<file path="config.mk">
export PLATFORM = sky130hd
export DESIGN_NAME = pipe_hazard_ctrl
export DESIGN_NICKNAME = d
export VERILOG_FILES = /design/src/rtl/pipe_hazard_ctrl.sv
export SDC_FILE = /design/constraint.sdc
export NUM_CORES = 1
export LEC_CHECK = 0
export ABC_AREA = 1
export BUFFER_PORTS_ARGS = -buffer_cell sky130_fd_sc_hd__clkbuf_2
export CAP_MARGIN = 10
export CORE_UTILIZATION = 48
export DETAILED_ROUTE_END_ITERATION = 8
export GPL_TIMING_DRIVEN = 0
export MAX_ROUTING_LAYER = met4
export PLACE_DENSITY = 0.8
export SETUP_SLACK_MARGIN = 0.02
export SLEW_MARGIN = 15
export SYNTH_ARGS = -nofsm -noshare
export SYNTH_HDL_FRONTEND = slang
export SYNTH_SLANG_ARGS = --single-unit
export TNS_END_PERCENT = 5
</file>
<file path="constraint.sdc">
create_clock -name clk -period 2.2 [get_ports clk]
set_clock_uncertainty 0.1 [all_clocks]
set_input_delay 0.44 -clock clk [delete_from_list [all_inputs] [get_ports clk]]
set_output_delay 0.44 -clock clk [all_outputs]
set_load 0.1 [all_outputs]
</file>
<file path="src/rtl/pipe_hazard_ctrl.sv">
// pipe_hazard_ctrl
// Sequencing controller for the 5-stage LEGv8 pipeline. It drives the load
// enables and synchronous bubble-clears of the PC and the IF/ID, ID/EX,
// EX/MEM and MEM/WB registers. It handles:
//   - load-use stalls,
//   - taken-branch flushes,
//   - data-memory wait states, with a watchdog trap on a stuck access.
// Optional feature macro: PIPE_HAZARD_CTRL_STATS_EN. When it is defined, the
// stall and flush statistics counters are built. When it is undefined, both
// counter outputs are tied to zero.

module pipe_hazard_ctrl #(
  parameter int TIMEOUT = 255,
  parameter int CNT_W   = 16
) (
  input  logic             clk,
  input  logic             reset,
  input  logic             idex_memread,
  input  logic [4:0]       idex_rd,
  input  logic [4:0]       ifid_rn,
  input  logic [4:0]       ifid_rm,
  input  logic             mem_branch_taken,
  input  logic             dmem_req,
  input  logic             dmem_ready,
  output logic             pc_en,
  output logic             ifid_en,
  output logic             idex_en,
  output logic             exmem_en,
  output logic             memwb_en,
  output logic             ifid_flush,
  output logic             idex_flush,
  output logic             exmem_flush,
  output logic             fault,
  output logic [CNT_W-1:0] stall_cnt,
  output logic [CNT_W-1:0] flush_cnt
);

  typedef enum logic [1:0] {
    RUN   = 2'd0,
    MWAIT = 2'd1,
    TRAP  = 2'd2
  } state_t;

  localparam logic [4:0]       XZR       = 5'd31;
  localparam logic [CNT_W-1:0] TIMEOUT_C = CNT_W'(TIMEOUT);
  localparam logic [CNT_W-1:0] CNT_ONE   = CNT_W'(1);

  state_t           state_q;
  state_t           state_d;
  logic [CNT_W-1:0] wcnt_q;
  logic [CNT_W-1:0] wcnt_d;
  logic [CNT_W-1:0] wcnt_inc;

  logic frozen;
  logic hazard_regs;
  logic branch_go;
  logic load_use_go;
  logic timeout_hit;

  // Classify the current cycle.
  // Priority order: freeze, then branch, then load-use, then normal.
  // The TRAP state suppresses every class.
  always_comb begin
    frozen      = 1'b0;
    hazard_regs = 1'b0;
    branch_go   = 1'b0;
    load_use_go = 1'b0;
    wcnt_inc    = wcnt_q + CNT_ONE;
    timeout_hit = 1'b0;

    // X31 reads as zero, so a load targeting it can never feed a consumer.
    hazard_regs = idex_memread && (idex_rd != XZR) &&
                  ((idex_rd == ifid_rn) || (idex_rd == ifid_rm));

    unique case (state_q)
      RUN:     frozen = dmem_req && !dmem_ready;
      MWAIT:   frozen = !dmem_ready;
      default: frozen = 1'b0;
    endcase

    if (state_q != TRAP) begin
      branch_go   = !frozen && mem_branch_taken;
      load_use_go = !frozen && !mem_branch_taken && hazard_regs;
    end

    timeout_hit = frozen && (wcnt_inc == TIMEOUT_C);
  end

  // Compute the next FSM state and the wait-counter update.
  // wcnt counts the current run of consecutive frozen cycles. It clears on
  // the first cycle that is not frozen.
  always_comb begin
    state_d = state_q;
    wcnt_d  = '0;

    unique case (state_q)
      RUN, MWAIT: begin
        if (frozen) begin
          wcnt_d = wcnt_inc;
          if (timeout_hit) begin
            state_d = TRAP;
          end else begin
            state_d = MWAIT;
          end
        end else if (dmem_ready) begin
          state_d = RUN;
        end
      end
      TRAP: begin
        state_d = TRAP;
      end
      default: begin
        state_d = RUN;
      end
    endcase
  end

  // State register and wait-counter register.
  // Both return to idle immediately on an asynchronous reset.
  always_ff @(posedge clk or negedge reset) begin
    if (!reset) begin
      state_q <= RUN;
      wcnt_q  <= '0;
    end else begin
      state_q <= state_d;
      wcnt_q  <= wcnt_d;
    end
  end

  // Drive the pipeline-register controls combinationally from state and inputs.
  // While reset is held, everything is quiet.
  // A freeze holds every register and clears none of them. Any branch or
  // hazard stays in the frozen registers and is handled once memory releases.
  always_comb begin
    pc_en       = 1'b0;
    ifid_en     = 1'b0;
    idex_en     = 1'b0;
    exmem_en    = 1'b0;
    memwb_en    = 1'b0;
    ifid_flush  = 1'b0;
    idex_flush  = 1'b0;
    exmem_flush = 1'b0;
    fault       = 1'b0;

    if (reset) begin
      if (state_q == TRAP) begin
        ifid_flush  = 1'b1;
        idex_flush  = 1'b1;
        exmem_flush = 1'b1;
        fault       = 1'b1;
      end else if (frozen) begin
        pc_en    = 1'b0;
        ifid_en  = 1'b0;
        idex_en  = 1'b0;
        exmem_en = 1'b0;
        memwb_en = 1'b0;
      end else if (branch_go) begin
        pc_en       = 1'b1;
        ifid_en     = 1'b1;
        idex_en     = 1'b1;
        exmem_en    = 1'b1;
        memwb_en    = 1'b1;
        ifid_flush  = 1'b1;
        idex_flush  = 1'b1;
        exmem_flush = 1'b1;
      end else if (load_use_go) begin
        // Hold PC and IF/ID so the consumer re-decodes next cycle.
        // Insert a bubble into ID/EX behind the load.
        idex_en    = 1'b1;
        exmem_en   = 1'b1;
        memwb_en   = 1'b1;
        idex_flush = 1'b1;
      end else begin
        pc_en    = 1'b1;
        ifid_en  = 1'b1;
        idex_en  = 1'b1;
        exmem_en = 1'b1;
        memwb_en = 1'b1;
      end
    end
  end

`ifdef PIPE_HAZARD_CTRL_STATS_EN

  logic [CNT_W-1:0] stall_cnt_q;
  logic [CNT_W-1:0] stall_cnt_d;
  logic [CNT_W-1:0] flush_cnt_q;
  logic [CNT_W-1:0] flush_cnt_d;

  // Saturating statistics.
  // A stall is any cycle outside TRAP in which the PC does not advance.
  // A flush is a taken-branch cycle.
  always_comb begin
    stall_cnt_d = stall_cnt_q;
    flush_cnt_d = flush_cnt_q;
    if ((state_q != TRAP) && (frozen || load_use_go) && (stall_cnt_q != '1)) begin
      stall_cnt_d = stall_cnt_q + CNT_ONE;
    end
    if (branch_go && (flush_cnt_q != '1)) begin
      flush_cnt_d = flush_cnt_q + CNT_ONE;
    end
  end

  // Statistics registers, cleared by reset only.
  always_ff @(posedge clk or negedge reset) begin
    if (!reset) begin
      stall_cnt_q <= '0;
      flush_cnt_q <= '0;
    end else begin
      stall_cnt_q <= stall_cnt_d;
      flush_cnt_q <= flush_cnt_d;
    end
  end

  assign stall_cnt = stall_cnt_q;
  assign flush_cnt = flush_cnt_q;

`else

  assign stall_cnt = '0;
  assign flush_cnt = '0;

`endif

endmodule

</file>
==> impl_metrics.tcl <==
set metrics [dict create \
    cts_tree "yes" \
    pwr-share-clk 0.198 \
    endpoint_kind "primary output" \
    crit_arrival_ps 1630 \
    holdWs_ps 415.3 \
    synthCells 209 \
    synth.area.top_cells "dfrtp_1, buf_4, nand2_1" \
    vias_per_cell 4.392 \
    min_path_cells 1 \
    finalSetupViolCount 0 \
    cts_buffers 3 \
    routed_wl_um 3003 \
    finalNetCount 302 \
    yosys.area.top_type "dfrtp_1" \
    power_switching_uw 489.9 \
    antennaDiodeCount 0 \
    hold_viol_final 0 \
    fin_crit_ps 2169 \
    p_per_area_mw_per_mm2 513.2 \
    fp-row-count 19 \
    die_area_mm2 0.003361 \
    cp_slowest_cell "dfrtp_1" \
    worst_slew_pin_slew_ps 811.6 \
    die_h_um 57.98 \
    leakage_nw 1.064 \
    violations "design-rule violations" \
    dpl_worst_slack_ps -301.2 \
    critPathMaxStageDelay_ps 430 \
    max_freq_ghz 0.4610 \
    clk_pin_slew_ps 110 \
    routedWlPerCell_um 9.718 \
    grtUsageTotal 0.2001 \
    overflow 0 \
    syn-mean-instance-area_um2 7.196 \
    cp.required_ps 1660 \
    ys_types 26 \
    io_buffers 29 \
    drv_slew 0 \
    crit_top_cell "buf_12" \
    ys.warnings.count 0 \
    cts.sinks 18 \
    crit_type "reg -> out" \
    slew_headroom 0.4572 \
    path_cells "o21ai_4 -> nand2_2 -> nor2_4 -> a21boi_4 -> buf_12 -> buf_12" \
    drcViolationCount 5 \
    cp_max_fo 3 \
    pwr-share-seq 0.325 \
    finalSetupTns_ps 0 \
    peakVddDrop_mv 0.2969 \
    first_pass_iters 6 \
    total_power_mw 1.047 \
    hold_class "reg -> reg" \
    start_util 0.5272 \
    power_frac_comb 0.477 \
    io_pins 62 \
    startpoint_type "flip-flop" \
    antenna_found_initial 0 \
    r2r_cells 9 \
    synth_area_mm2 0.001504 \
    yosysSeqAreaShare 0.2995 \
    gp_congestion 0.8431 \
    ant_nets 0 \
    routed-via-count 1357 \
    grt_pass1_wl_um 5009 \
    die_w_um 57.98 \
    synth_top_cell_area_share 0.2995 \
    rsz0062_at_grt "true" \
    syn_to_final_growth_pct 35.69 \
    root_buffer "clkbuf_4" \
    switching_share 0.4678 \
    outcome "finished, violations left" \
    synth-seq-cells 18 \
    drive_gt1_frac 0.3525 \
    grt_start_max_net_pins 21 \
    coreArea_mm2 0.002853 \
    clk_latency_ps 300 \
    maxCapViolCount 0 \
    dr.first_iter.drc_count 37 \
    clk_path_buf_depth 2 \
    period_share 0.9860 \
    hpwl_um 2290 \
    grt_pass1_vias 1180 \
    p_int_uw 557.3 \
    setup_ws_ps 30.89 \
    cts_max_level 1 \
]
-- final timing paths --
kind / startpoint / slack, ps / endpoint
setup / recovery: state_q[0] / 30 / pc_en
hold / removal: wcnt_q[0] / 420 / wcnt_q[0]
setup reg to reg: wcnt_q[0] / 450 / state_q[1]
hold reg to reg: wcnt_q[0] / 420 / wcnt_q[0]
max in group asynchronous: reset / 780 / wcnt_q[5]
min in group asynchronous: reset / 720 / wcnt_q[7]
-- cell type report --
| cell class | instances | area, um^2 |
|---|---|---|
| Clock buffer | 4 | 36.28 |
| Timing Repair Buffer | 34 | 269.0 |
| Inverter | 19 | 71.32 |
| Fill cell | 216 | 812.0 |
| Buffer | 38 | 297.8 |
| Multi-Input combinational cell | 165 | 877.1 |
| Tap cell | 31 | 38.79 |
| Sequential cell | 18 | 450.4 |
-- cell usage after synthesis, drive strengths merged --
cell type / n
clkinv: 1
conb: 1
a21boi: 1
o21bai: 1
nor3: 1
xor2: 9
nor3b: 2
xnor2: 4
o21ai: 4
buf: 38
nand3: 14
dfrtp: 18
nand4: 4
nor2: 40
nand2: 44
a21oi: 7
ha: 2
inv: 18
-- flip-flops by register name, indices dropped and copies added (netlist names) --
name and count:
wcnt_q 16, state_q 2
-- metal layers --
metal / GRT usage / vias to the layer above / wire length (um)
met3: 0.04688 / 2 / 156
met5: - / - / 0
met2: 0.3317 / 35 / 1509
met1: 0.2489 / 602 / 1324
met4: 0.04422 / 0 / 12
li1: - / 718 / -
-- power by group through the flow --
stage / logic, mW / clock network (mW) / registers [mW]
floorplan: 0.415 / 0 / 0.346
global placement: 0.460 / 0 / 0.346
detailed placement: 0.462 / 0 / 0.346
CTS: 0.484 / 0.213 / 0.340
global route: 0.519 / 0.227 / 0.341
finish: 0.500 / 0.207 / 0.340
-- worst max-delay path, delay by kind of cell (launching register included) --
family	cells	cell delay, ps
flops	1	430
buf+inv	2	280
compound gates	2	390
simple gates	2	230
-- stage by stage --
stage / util / cell area (um^2) / cells
final: 0.7154 / 2041 / 309
after global routing: 0.7154 / 2041 / 309
after CTS: 0.6961 / 1986 / 304
after detailed placement: 0.6535 / 1864 / 300
after global placement: 0.6535 / 1864 / 300
after floorplan: - / 1680 / 240
-- cells in the final DEF (no fill, tap or decap), types with 2 or more instances in the layout --
master / Yosys / layout
a21oi_1: 7 / 6
buf_12: 0 / 2
buf_4: 36 / 40
buf_6: 0 / 3
clkbuf_16: 0 / 2
clkbuf_2: 0 / 19
clkbuf_4: 0 / 5
clkbuf_8: 0 / 2
conb_1: 1 / 32
dfrtp_1: 18 / 18
ha_1: 2 / 2
inv_1: 17 / 17
nand2_1: 40 / 39
nand2_2: 4 / 5
nand3_1: 12 / 12
nand3_2: 2 / 2
nand4_1: 4 / 4
nor2_1: 32 / 29
nor2_2: 4 / 6
nor2_4: 4 / 5
o21ai_0: 2 / 2
xnor2_1: 4 / 4
xor2_1: 9 / 9
-- cell families (layout without fill, tap and decap cells) --
group           count (synthesis)  in the layout  synth area share
compound gates                 13             13           0.04659
xor+xnor                       13             13           0.07571
fa+ha+maj                       2              2           0.01664
buf+inv                        57             95            0.2329
flops                          18             18            0.2995
other cells                     1             32          0.002493
simple gates                  105            105            0.3261
-- timing repair --
action | 4_1_cts | 5_1_grt
gates resized for setup | 19 | 6
endpoints found under the setup margin | 9 | 7
endpoints found under the hold margin | 18 | 18
pin swaps | 1 | 3
setup buffers | 0 | 4
Power figures use the tool's default switching activity.
